### config.mk
export PLATFORM = sky130hd
export DESIGN_NAME = shared_reg_arbiter_flat
export DESIGN_NICKNAME = d
export VERILOG_FILES = /design/src/rtl/shared_reg_arbiter_pkg.sv /design/src/rtl/shared_reg_arbiter_if.sv /design/src/rtl/shared_reg_arbiter_shared_reg.sv /design/src/rtl/shared_reg_arbiter.sv /design/src/flat_wrapper.sv
export SDC_FILE = /design/constraint.sdc
export NUM_CORES = 1
export LEC_CHECK = 0
export ABC_AREA = 1
export CAP_MARGIN = 20
export CORE_MARGIN = 4
export CORE_UTILIZATION = 45
export CTS_CLUSTER_DIAMETER = 200
export CTS_CLUSTER_SIZE = 12
export DETAILED_ROUTE_END_ITERATION = 10
export GPL_TIMING_DRIVEN = 0
export PLACE_DENSITY = 0.76
export SLEW_MARGIN = 20
export SYNTH_ARGS = -nofsm -noshare
export SYNTH_HDL_FRONTEND = slang
export SYNTH_SLANG_ARGS = --single-unit
### constraint.sdc
create_clock -name c -period 4.1 [get_ports c]
set_input_delay 0.41 -clock c [delete_from_list [all_inputs] [get_ports c]]
set_output_delay 0.41 -clock c [all_outputs]
set_load 0.01 [all_outputs]
### src/rtl/shared_reg_arbiter_pkg.sv
// Shared definitions for the two-requester shared-register arbiter:
// FSM state codes and a small helper that maps a requester index to its ownership state.
package shared_reg_arbiter_pkg;

    localparam logic [1:0] IDLE = 2'd0;
    localparam logic [1:0] OWN0 = 2'd1;
    localparam logic [1:0] OWN1 = 2'd2;

    function automatic logic [1:0] own_state(input logic idx);
        return idx ? OWN1 : OWN0;
    endfunction

endpackage

### src/rtl/shared_reg_arbiter_if.sv
// Request/grant/data bundle between the two requesters and the shared-register arbiter.
// master = requester side, slave = arbiter side.
interface shared_reg_arbiter_if #(
    parameter int WIDTH = 4
);
    logic             req0;
    logic [WIDTH-1:0] d0;
    logic             req1;
    logic [WIDTH-1:0] d1;
    logic             gnt0;
    logic             gnt1;
    logic             sel;
    logic             ld;
    logic [WIDTH-1:0] q;

    modport master (
        output req0, d0, req1, d1,
        input  gnt0, gnt1, sel, ld, q
    );

    modport slave (
        input  req0, d0, req1, d1,
        output gnt0, gnt1, sel, ld, q
    );
endinterface

### src/rtl/shared_reg_arbiter_shared_reg.sv
// WIDTH-bit storage register fed by a 2:1 mux; ld=0 recirculates the current contents.
// Asynchronous active-low clear.
module shared_reg #(
    parameter int WIDTH = 4
) (
    input  logic [WIDTH-1:0] d0,
    input  logic [WIDTH-1:0] d1,
    input  logic             sel,
    input  logic             ld,
    input  logic             c,
    input  logic             re_,
    output logic [WIDTH-1:0] q
);

    logic [WIDTH-1:0] d_mux;
    logic [WIDTH-1:0] d_next;

    assign d_mux  = sel ? d1 : d0;
    assign d_next = ld ? d_mux : q;

    always_ff @(posedge c or negedge re_) begin
        if (!re_) begin
            q <= '0;
        end else begin
            q <= d_next;
        end
    end

endmodule

### src/rtl/shared_reg_arbiter.sv
// Round-robin arbiter granting one of two requesters ownership of a shared WIDTH-bit register,
// with a bounded hold time while the other requester is waiting.
module shared_reg_arbiter
    import shared_reg_arbiter_pkg::*;
#(
    parameter int WIDTH    = 4,
    parameter int MAX_HOLD = 4
) (
    input  logic                 c,
    input  logic                 re_,
    shared_reg_arbiter_if.slave  bus
);

    localparam int             CW        = $clog2(MAX_HOLD + 1);
    localparam logic [CW-1:0]  HOLD_LAST = CW'(MAX_HOLD - 1);

    logic [1:0]    state;
    logic [1:0]    state_nxt;
    logic [CW-1:0] hold_cnt;
    logic          last;
    logic          ld;
    logic          other_waiting;
    logic          gnt0_r;
    logic          gnt1_r;
    logic          sel_r;

    always_comb begin
        state_nxt     = IDLE;
        ld            = 1'b0;
        other_waiting = 1'b0;
        case (state)
            IDLE: begin
                if (bus.req0 && bus.req1) begin
                    state_nxt = own_state(~last);
                end else if (bus.req0) begin
                    state_nxt = OWN0;
                end else if (bus.req1) begin
                    state_nxt = OWN1;
                end else begin
                    state_nxt = IDLE;
                end
            end
            OWN0: begin
                ld            = bus.req0;
                other_waiting = bus.req1;
                if (!bus.req0) begin
                    state_nxt = bus.req1 ? OWN1 : IDLE;
                end else if (bus.req1 && hold_cnt == HOLD_LAST) begin
                    state_nxt = OWN1;
                end else begin
                    state_nxt = OWN0;
                end
            end
            OWN1: begin
                ld            = bus.req1;
                other_waiting = bus.req0;
                if (!bus.req1) begin
                    state_nxt = bus.req0 ? OWN0 : IDLE;
                end else if (bus.req0 && hold_cnt == HOLD_LAST) begin
                    state_nxt = OWN0;
                end else begin
                    state_nxt = OWN1;
                end
            end
            // The unused code 2'd3 falls back to IDLE.
            default: state_nxt = IDLE;
        endcase
    end

    // Grants and select are flopped from the next state so they switch together with it.
    always_ff @(posedge c or negedge re_) begin
        if (!re_) begin
            state    <= IDLE;
            hold_cnt <= '0;
            last     <= 1'b1;
            gnt0_r   <= 1'b0;
            gnt1_r   <= 1'b0;
            sel_r    <= 1'b0;
        end else begin
            state  <= state_nxt;
            gnt0_r <= (state_nxt == OWN0);
            gnt1_r <= (state_nxt == OWN1);
            sel_r  <= (state_nxt == OWN1);
            if (state_nxt != state) begin
                hold_cnt <= '0;
            end else if (other_waiting && hold_cnt != HOLD_LAST) begin
                hold_cnt <= hold_cnt + 1'b1;
            end
            if (state_nxt == OWN0 && state != OWN0) begin
                last <= 1'b0;
            end else if (state_nxt == OWN1 && state != OWN1) begin
                last <= 1'b1;
            end
        end
    end

    assign bus.gnt0 = gnt0_r;
    assign bus.gnt1 = gnt1_r;
    assign bus.sel  = sel_r;
    assign bus.ld   = ld;

    shared_reg #(
        .WIDTH (WIDTH)
    ) u_shared_reg (
        .d0  (bus.d0),
        .d1  (bus.d1),
        .sel (sel_r),
        .ld  (ld),
        .c   (c),
        .re_ (re_),
        .q   (bus.q)
    );

endmodule

### src/flat_wrapper.sv
// flat-port wrapper written by rule: the top's interface ports become plain ports
module shared_reg_arbiter_flat import shared_reg_arbiter_pkg::*;
#(
    parameter int WIDTH    = 4,
    parameter int MAX_HOLD = 4
)
  (c, re_, bus_req0, bus_d0, bus_req1, bus_d1, bus_gnt0, bus_gnt1, bus_sel, bus_ld, bus_q);
  shared_reg_arbiter_if #(.WIDTH(WIDTH)) bus_i ();
  input  logic c;
  input  logic re_;
  input wire logic [$bits(bus_i.req0)-1:0] bus_req0;
  input wire logic [$bits(bus_i.d0)-1:0] bus_d0;
  input wire logic [$bits(bus_i.req1)-1:0] bus_req1;
  input wire logic [$bits(bus_i.d1)-1:0] bus_d1;
  output wire logic [$bits(bus_i.gnt0)-1:0] bus_gnt0;
  output wire logic [$bits(bus_i.gnt1)-1:0] bus_gnt1;
  output wire logic [$bits(bus_i.sel)-1:0] bus_sel;
  output wire logic [$bits(bus_i.ld)-1:0] bus_ld;
  output wire logic [$bits(bus_i.q)-1:0] bus_q;
  assign bus_i.req0 = bus_req0;
  assign bus_i.d0 = bus_d0;
  assign bus_i.req1 = bus_req1;
  assign bus_i.d1 = bus_d1;
  assign bus_gnt0 = bus_i.gnt0;
  assign bus_gnt1 = bus_i.gnt1;
  assign bus_sel = bus_i.sel;
  assign bus_ld = bus_i.ld;
  assign bus_q = bus_i.q;
  shared_reg_arbiter #(.WIDTH(WIDTH), .MAX_HOLD(MAX_HOLD)) u_core (.c(c), .re_(re_), .bus(bus_i));
endmodule
==> results.txt, run 1 <==
The number of buffers inserted during clock tree synthesis is 3. TritonCTS built the clock tree. The top-level I/O count is 20.

Hold repair after CTS inserted 0 buffers. The leakage power came out at 0.4777 nW. The critical path starts at u_core.state[1]$_DFF_PN0_. The worst slack after detailed placement is 1614 ps.

The remaining antenna violation count came out at 0. The number of DRC markers after the initial detailed-route iteration is 11. The origin of the critical flop-to-flop path is u_core.hold_cnt[0]$_DFFE_PN0P_.

The detailed-route vias per instance came out at 4.720. Counting instances, the worst hold path has a depth of 2. The setup clock skew after layout is approximately 8.0 ps.

The first-pass GRT wire length came out at 2622 µm. The total via count after detailed routing is approximately 620. The sum of internal, switching and leakage power came out at 0.5919 mW. The final worst setup slack came out at 1631 ps.

The die is slightly below 50 µm wide. For this design, the slowest cell found on the critical path is clkdlybuf4s50_1. The largest buffer count on any clock path is 2. The total negative slack for setup checks came out at 0 ps. The max-slew headroom at the worst pin came out at 0.6429. The pin slew with the least headroom to its limit came out at ~530 ps.

The number of antenna diodes in the final layout is 0. The detailed-route DRC error count is 0. The via count of the first global-routing pass is about 610.

In this run the worst setup path terminates at bus_ld. Walking the worst path, the cells encountered are inv_1, ha_1, nand2_1, a21boi_2, clkdlybuf4s50_1. Global routing finished with a remaining overflow of 0. The capture point of the worst reg-to-reg path is u_core.hold_cnt[1]$_DFFE_PN0P_.

The critical path data required time is ~3700 ps. The effective utilization at floorplan came out at 0.4846. Of the synthesized area, sequential elements account for 0.4037. The top cell types in the final layout, fill and taps aside, are 22 x nand2_1, 19 x clkdlybuf4s50_1, 15 x inv_1. After technology mapping, the gate count stands at 93.

Of the cells placed in the final design, the portion with a size suffix greater than 1 is 0.1293. The later pin in the worst-skew pair is clocked with a latency of 260 ps. Entering global routing, the biggest net connects 13 pins. The number of placement rows came out at 14.

The family with the most delay on the worst path is buffers and inverters. The region available for standard cell placement spans 1541 µm². The average footprint of a synthesized cell came out at around 8.0 µm².

The count of final setup violators came out at 0. The total iterations of the first detailed-routing run is 4. The flow ran to the end, and the final reports show no timing, DRC or antenna violations. The power per cell area came out at 601.8 nW/µm².

The depth of the critical timing path with buffers and inverters included is 5. The mapped netlist covers approximately 750 µm². The count of endpoints failing hold in the final timing report is 0. The tree is rooted in a clkbuf_4. The number of max-slew violations in the final report is 0.

The clock-pin slew of the registers on the worst-case setup and hold paths is 80 ps. The setup fix buffers added after clock tree synthesis came out at 0. The initial antenna violation count came out at 0. The startpoint-to-endpoint class of the critical path is reg2out. The H-tree level count is 1. The number of cells on the worst reg-to-reg path is 11. Subtracting the final worst setup slack from the clock period gives 2469 ps.

The sort of element at the end of the critical path is an output port. Setup repair after global routing left no endpoint under its margin. The area growth from synthesis to layout is 31.66%. The number of maximum-capacitance constraint violations is 0.

The combined global-route utilization of all metal layers is 0.1330. In this design, the stage delay of the slowest critical-path cell is 610 ps. The fraction of the cycle the final worst path needs came out at 0.6022. The worst-case register-to-register setup slack came out at roughly 2500 ps. The maximum net fanout on the critical path came out at 9. Synthesis produced a netlist with a net count of approximately 110. For this block, the routed nets add up to 1434 µm of wire. The clock net in this run drives a total of 12 sinks.

After legalization and detailed placement, the total HPWL measured 1212 µm. During placement, the flow inserted port buffers numbering 19. The routability congestion estimate is 0.7910.

The average wire per cell in the routed design is 10.86 µm. After synthesis the netlist holds a flip-flop and latch count of 12. Based on the critical path, the design can be clocked at up to 405.0 MHz. The type of element launching the critical path is a flop. The die covers 2376 µm². The die is 48.74 µm tall.

In this run the worst hold path is classified as reg2reg. The total of cells resized after clock tree synthesis came out at 0. The number of distinct library cells after synthesis came out at 18. The worst voltage drop across the vdd grid is ~0.37 mV. The count of warnings emitted by yosys came out at 0. Leaving out fill and tap cells, the most frequent cell in the layout is nand2_1.

The signal arrival time at the worst endpoint is 2060 ps. The startpoint identified for the worst hold timing path is u_core.last$_DFFE_PN1P_. The number of buffers and inverters on the critical path is 2. After the last flow step, the layout net total stands at about 140.
-- sequential cells by signal, summed over array words and instances (netlist names) --
register	cells
u_core.bus.gnt0	1
u_core.bus.gnt1	1
u_core.hold_cnt	3
u_core.last	1
u_core.state	2
u_core.u_shared_reg.q	4
-- worst min-delay path by stage --
stage,endpoint,slack (ps)
2_1_floorplan,u_core.bus.gnt0$_DFF_PN0_,110
4_1_cts,u_core.last$_DFFE_PN1P_,480
5_1_grt,u_core.last$_DFFE_PN1P_,490
3_3_place_gp,u_core.last$_DFFE_PN1P_,460
3_5_place_dp,u_core.last$_DFFE_PN1P_,460
6_report,u_core.last$_DFFE_PN1P_,470
-- power breakdown --
part           total (mW)  internal (mW)  switching, mW
logic               0.324          0.152          0.172
registers           0.193          0.166         0.0263
clock network      0.0748         0.0375         0.0373
-- routing by layer --
metal,part of all wire,GRT usage
met5,0,0
met4,0.0056,0.01345
met3,0.091,0.05521
met2,0.47,0.2283
met1,0.43,0.1593
-- final cells by class --
type                       count  area [µm²]
clock buffer                   4       26.28
sequential                    12       301.5
tap                           16       20.02
multi-input combinational     62       370.4
timing repair buffer          19       190.2
buffer                         2       11.26
fill                         139       558.0
inverter                      17       63.81
-- worst min-delay path: stages, from the launching register on --
cell,delay (ps)
dfstp_2,380
nand2_1,50
nand2_1,40
-- cell usage after synthesis (all sizes together) --
master  instances  area (µm²)
a21boi          1       11.26
a21oi           4       20.02
buf             2       11.26
clkinv          2       7.510
dfrtp          11       275.3
dfstp           1       26.28
ha              6       75.07
inv            15       56.30
mux2i           4       40.04
nand2          27       113.9
nand3           8       55.05
nor2            9       36.29
o21ai           2       10.01
xor2            1       8.760
-- cell families after synthesis --
kind of cell / after synthesis / synth area share
simple gates: 44 / 0.2747
buf+inv: 19 / 0.1005
flops: 12 / 0.4037
compound gates: 7 / 0.05528
fa+ha+maj: 6 / 0.1005
mux: 4 / 0.05360
xor+xnor: 1 / 0.01173
-- stage by stage --
step,cells,hold slack [ps],util,area (µm²)
4_1_cts,132,475.3,0.6380,983.4
5_1_grt,132,486.4,0.6380,983.4
3_3_place_gp,128,464.5,0.6209,957.2
3_5_place_dp,128,464.7,0.6209,957.2
2_1_floorplan,93,114.4,-,747.0
6_report,132,469.8,0.6380,983.4
Note: power is estimated with default switching activity, not from simulation.
==> inputs of run 2 (changes only) <==
--- a/config.mk
+++ b/config.mk
@@ -8,12 +8,12 @@
 export ABC_AREA = 1
 export CAP_MARGIN = 20
 export CORE_MARGIN = 4
-export CORE_UTILIZATION = 45
+export CORE_UTILIZATION = 42
 export CTS_CLUSTER_DIAMETER = 200
 export CTS_CLUSTER_SIZE = 12
 export DETAILED_ROUTE_END_ITERATION = 10
 export GPL_TIMING_DRIVEN = 0
-export PLACE_DENSITY = 0.76
+export PLACE_DENSITY = 0.75
 export SLEW_MARGIN = 20
 export SYNTH_ARGS = -nofsm -noshare
 export SYNTH_HDL_FRONTEND = slang
==> constraint.sdc (replaced) <==
create_clock -name c -period 2.2 [get_ports c]
set_input_delay 0.22 -clock c [delete_from_list [all_inputs] [get_ports c]]
set_output_delay 0.22 -clock c [all_outputs]
set_load 0.01 [all_outputs]
==> results.txt, run 2 (same netlist as run 1, synthesis figures left out) <==
Of the cells placed in the final design, the portion with a size suffix greater than 1 is 0.1538. The area added between synthesis and finish came out at 36.68%. The area of the die is 2517 µm². The first-pass GRT wire length is 2718 µm. The number of maximum-capacitance constraint violations is 0. The max-slew headroom at the worst pin is 0.6355. The clock-pin slew of the registers on the worst-case setup and hold paths came out at 80 ps. The number of buffers inserted during clock tree synthesis came out at 3. The number of antenna diodes is 0. The cell depth of the worst flop-to-flop path came out at 12.

Once detail routing completed, the nets flagged for antenna violations numbered 0. The clock reaches the later pin of the worst-skew pair after 280 ps. Of all nets on the critical path, the largest fanout is 4. The initial antenna violation count is 0. Routability-driven placement finished with a final weighted congestion of 0.8224.

The count of filler cells inserted in the layout came out at 136. Setup repair after global routing left no endpoint under its margin. The H-tree level count is 1. The worst setup path is launched from a flop. The clock root buffer master is clkbuf_4. The final worst setup slack came out at 126.0 ps. The clock sink total is 12. Adding up every negative setup slack in the final design gives 0 ps. The routed layout has 648 vias.

The total iterations of the first detailed-routing run came out at 5. The combined global-route utilization of all metal layers is 0.1392. The library cell used most frequently in the layout, excluding fill and tap cells, is nand2_1. The source of the critical timing path is u_core.state[0]$_DFF_PN0_. In this run the vertical extent of the chip is 50.17 µm.

The number of flip-flops under the largest register name came out at 4. After routing the design area is 1021 µm². The quantity of hold-fixing buffers added after cts is 0. Across the routed clock network, the largest skew measured is 4.529 ps. Data arrives at the worst endpoint at 1850 ps. The number of max-slew violations in the final report came out at 0. In the finished design, the share of the clock period the worst path needs comes to 0.9427. Data on the critical path is required at its endpoint by 1980 ps. The count of endpoints failing hold in the final timing report is 0. The critical path is of the reg2out type. The final-stage net count came out at 136.

In the routed layout, each cell is associated on average with a via count of 4.596. In this run the count of I/O pins placed on the die edge is 20. TritonCTS built the clock tree. The routed design has 1484 µm of wire. The total overflow reported by the global router came out at 0. The path class of the tightest hold or removal check is in2async.

The sort of element at the end of the critical path is an output port. Across the VDD grid, the largest voltage drop is 0.6431 mV. The cell with the biggest individual delay on the critical path is clkdlybuf4s50_1. The leakage power is 0.4912 nW. The number of DRC markers after the initial detailed-route iteration is 14.

The largest buffer count on any clock path is 2. The final HPWL from detailed placement came out at about 1200 µm. The count of final setup violators is 0. The worst-case register-to-register setup slack is slightly below 600 ps. The average wire per cell in the routed design is ~11 µm. The time the worst path needs with I/O delays and setup came out at 2074 ps. Traced cell by cell, the critical path runs through inv_1, ha_1, nand2_2, a21boi_4, clkdlybuf4s50_1. The power per cell area came out at 1147 nW/µm². The pin count of the biggest net entering global routing is 13. The top achievable clock speed came out at 482.2 MHz. In this run the critical register-to-register path is launched from u_core.hold_cnt[0]$_DFFE_PN0P_.

In this design, the stage delay of the slowest critical-path cell is 550 ps. The effective utilization at floorplan is 0.4686. In the final layout, the registers with the most flip-flops are u_core.u_shared_reg.q: 4 flops, u_core.hold_cnt: 3 flops, u_core.state: 2 flops. The die outline width is 50.17 µm.

The area of the core is 1594 µm². The worst slack after detailed placement came out at between 90 and 100 ps. The run finished with clean final reports. The register with the highest flop count is u_core.u_shared_reg.q.

Leaving out fill and tap cells, the most frequent cells in the layout are 22 x nand2_1, 19 x clkdlybuf4s50_1, 15 x inv_1. The pin slew with the least headroom to its limit came out at 545.1 ps. The number of placement rows is 14. The detailed-route DRC error count is 0. The via count of the first global-routing pass came out at 644. The cell area reported after detailed placement came out at roughly 970 µm². Buffers placed on the I/O ports in this run total 19.

The sum of internal, switching and leakage power came out at 1.171 mW. The worst register-to-register path ends at u_core.hold_cnt[0]$_DFFE_PN0P_.
[run 2: cell types whose count changed in the layout (fill, tap and decap cells not counted), sizes merged]
cell / change
buf: +1
[run 2: per-layer routing]
metal,wire length [µm],vias up,share of wire,global-route usage
met5,0,-,0,0
met4,0,0,0,0.04147
met3,179,0,0.12,0.05917
met2,692,30,0.47,0.2261
met1,612,284,0.41,0.1670
li1,-,334,-,-
[run 2: repair_timing]
item / 4_1_cts / 5_1_grt
cloned: 0 / 0
endpoints found under the setup margin: 1 / 1
buffers inserted: 1 / 0
gates resized for setup: 1 / 1
pin swaps: 1 / 0
[run 2: critical path, delay by kind of cell, from the launching register on]
kind | cells | cell delay, ps
fa+ha+maj | 1 | 230
simple gates | 1 | 100
flops | 1 | 420
compound gates | 1 | 170
buf+inv | 2 | 660
[run 2: layout make-up]
| cell class | count | area [µm²] | area share |
|---|---|---|---|
| repair buffers | 20 | 197.7 | 0.1936 |
| flip-flops and latches | 12 | 301.5 | 0.2953 |
| plain buffers | 2 | 11.26 | 0.01103 |
| well taps | 24 | 30.03 | 0.02941 |
| multi-input cells | 62 | 380.4 | 0.3725 |
| clock buffers | 4 | 36.28 | 0.03554 |
| inverters | 17 | 63.81 | 0.06250 |
[run 2: where the power goes]
part	switching [mW]	total [mW]	internal, mW
logic	0.327	0.630	0.303
registers	0.0520	0.362	0.310
clock network	0.0782	0.179	0.101
total	0.457	1.17	0.714
[run 2: worst max path at each step]
stage	endpoint	slack, ps	cells past startpoint
floorplan	u_core.hold_cnt[0]$_DFFE_PN0P_	730	12
global placement	bus_ld	120	4
detailed placement	bus_ld	100	4
CTS	bus_ld	110	5
global route	bus_ld	10	4
finish	bus_ld	130	5
[run 2: stage by stage]
step                      cells  hold slack [ps]  utilization
after global placement      136            463.8       0.6068
after detailed placement    136            484.1       0.6068
after global routing        141            342.3       0.6405
final                       141            293.8       0.6405
after CTS                   141            313.0       0.6389
after floorplan              93           -75.59            -
==> inputs of run 3 (changes only) <==
--- a/config.mk
+++ b/config.mk
@@ -12,8 +12,9 @@
 export CTS_CLUSTER_DIAMETER = 200
 export CTS_CLUSTER_SIZE = 12
 export DETAILED_ROUTE_END_ITERATION = 10
+export GPL_ROUTABILITY_DRIVEN = 0
 export GPL_TIMING_DRIVEN = 0
-export PLACE_DENSITY = 0.75
+export PLACE_DENSITY = 0.74
 export SLEW_MARGIN = 20
 export SYNTH_ARGS = -nofsm -noshare
 export SYNTH_HDL_FRONTEND = slang
==> results.txt, run 3 (same netlist as run 1, synthesis figures left out) <==
The flow ran to the end, and the final reports show no timing, DRC or antenna violations. The kind of cell with the highest combined delay along the critical path is buffers and inverters. The number of DRC markers after the initial detailed-route iteration is 16. The total negative slack for setup checks is 0 ps.

Of the cells placed in the final design, the portion with a size suffix greater than 1 is 0.1453. The total via count after detailed routing came out at 636. The clock-pin slew of the registers on the worst-case setup and hold paths is 80 ps.

The floorplan step defined a die boundary enclosing 2517 µm². The die is between 50 and 60 µm wide. The aggregate routed wire length came out at about 1500 µm. The count of endpoints failing hold in the final timing report is 0. The final worst setup slack came out at 137.5 ps. The most common cell after layout, fill and taps aside is nand2_1. STA puts the critical path data arrival time at 1840 ps. In this run the worst path has a maximum fanout of 4.

The total iterations of the first detailed-routing run came out at 4. In the layout the commonest cells are 22 x nand2_1, 19 x clkdlybuf4s50_1, 15 x inv_1. The worst register-to-register path ends at u_core.hold_cnt[0]$_DFFE_PN0P_. In the final routing, the length of wire on met1 measures 631 µm. TritonCTS built the clock tree. The startpoint identified for the worst register-to-register timing path is u_core.hold_cnt[0]$_DFFE_PN0P_. At the end of the flow the core is filled with cells to 0.6342.

The die span in y is 50.17 µm. The worst hold path class is in2async. The top-level I/O count is 20. In this run the clock root is driven by a clkbuf_4.

The time the worst path needs with I/O delays and setup came out at 2063 ps. The setup clock skew after layout came out at around 7.4 ps. The via count of the first global-routing pass is 603. The highest metal layer carrying signal wires in the routed design is met4. The final HPWL from detailed placement is 1219 µm. The top achievable clock speed is 484.8 MHz. The worst-case IR drop observed on VDD is 0.7565 mV. The initial antenna violation count came out at 0. Summed over all cells, the static leakage comes to 0.4852 nW.

Traced cell by cell, the critical path runs through inv_1, ha_1, a21boi_4, clkdlybuf4s50_1. Once placement completed, the tool counted placed cells totaling 136. The average wire per cell in the routed design is 10.29 µm.

The area added between synthesis and finish came out at 35.34%. For this run, the number of standard cells in the final layout without fillers is 141. The fraction of the cycle the final worst path needs came out at 0.9375. STA classifies the critical path startpoint as a flop. The sort of element at the end of the critical path is an output port. The detailed-route vias per instance is 4.511.

The pin count of the biggest net entering global routing is 13. The post-layout instance area is 1011 µm². The routed design uses 136 µm of met3 wire. The power per cell area came out at approximately 1100 nW/µm². Setup repair after global routing left no endpoint under its margin. The number of placement rows is 14. The design draws 1.133 mW. The number of flip-flops under the largest register name is 4. The quantity of hold-fixing buffers added after cts came out at 0. The number of max-slew violations in the final report is 0.

The largest registers in the layout are u_core.u_shared_reg.q: 4 flops, u_core.hold_cnt: 3 flops, u_core.state: 2 flops. The combined global-route utilization of all metal layers came out at 0.1285. The clock sink total is 12. 0 antenna diodes ended up in the layout. The number of buffers added on ports is 19. The effective utilization at floorplan came out at 0.4686. The worst-case register-to-register setup slack came out at 540 ps. The insertion delay to the later sink of the worst-skew pair is 260 ps. The worst register-to-register path has a depth of 12. The critical path data required time is about 2000 ps. The pin slew with the least headroom to its limit came out at between 500 and 600 ps. The register with the highest flop count is u_core.u_shared_reg.q. Detailed routing placed a total of about 680 µm of wire on met2.

Buffers inserted during clock tree synthesis total 3. The total overflow reported by the global router came out at 0. The footprint of the multi-input gates is 380.4 µm². The count of final setup violators is 0. The final layout contains 136 nets. OpenSTA, run right after detailed placement, puts the worst setup slack at 107.5 ps. The first-pass GRT wire length is ~2600 µm. The number of maximum-capacitance constraint violations is 0.

In this run the number of H-tree levels came out at 1. Fill cells in the final layout number 138. Summing all placed instances gives a cell area of 967.2 µm². The worst hold margin came out at between 200 and 300 ps. The largest buffer count on any clock path came out at 2.

The number of buffers and inverters on the critical path came out at 2. The detail route stage leaves a number of antenna-violating nets equal to 0. Registers take 301.5 µm². The cell with the biggest individual delay on the critical path is clkdlybuf4s50_1. In this run the tightest slew margin relative to its limit is 0.6455. The detailed-route DRC error count is 0. The startpoint-to-endpoint class of the critical path is reg2out. The highest cell delay on the worst timing path is about 550 ps.

The area of the core came out at roughly 1600 µm².
==> run 3: cell count changes in the layout (fill, tap and decap cells not counted) <==
| cell | change |
|---|---|
| clkbuf_8 | -1 |
| clkbuf_1 | +1 |
==> run 3: cell type report <==
type                            instances  area share
Multi-Input combinational cell         62      0.3762
Sequential cell                        12      0.2983
Timing Repair Buffer                   20      0.1955
Clock buffer                            4     0.02599
Buffer                                  2     0.01114
Inverter                               17     0.06312
Tap cell                               24     0.02970
==> run 3: what timing repair did <==
action,4_1_cts,5_1_grt
gates resized for setup,1,1
buffers inserted,1,0
setup endpoints to repair,1,1
pin swaps,1,0
==> run 3: worst reg2reg max path, delay by kind of cell (launching register included) <==
kind | cells | cell delay, ps
fa+ha+maj | 2 | 430
simple gates | 8 | 580
flops | 1 | 400
buf+inv | 2 | 160
==> run 3: how the worst max path moves through the flow <==
stage	start	to	slack (ps)	cells past startpoint
floorplan	u_core.hold_cnt[0]$_DFFE_PN0P_	u_core.hold_cnt[0]$_DFFE_PN0P_	730	12
global placement	bus_req0	bus_ld	130	4
detailed placement	bus_req0	bus_ld	110	4
CTS	u_core.state[1]$_DFF_PN0_	bus_ld	130	4
global route	u_core.state[1]$_DFF_PN0_	bus_ld	20	4
finish	u_core.state[1]$_DFF_PN0_	bus_ld	140	4
==> run 3: report_power, final <==
| part | switching (mW) | leakage (nW) | internal [mW] |
|---|---|---|---|
| clock network | 0.0711 | 0.0150 | 0.0700 |
| logic | 0.328 | 0.322 | 0.303 |
| registers | 0.0507 | 0.148 | 0.310 |
==> run 3: metal layers <==
metal / GRT usage / vias up
li1: - / 336
met1: 0.1426 / 276
met2: 0.2370 / 22
met3: 0.05030 / 2
met4: 0.01382 / 0
met5: 0 / -
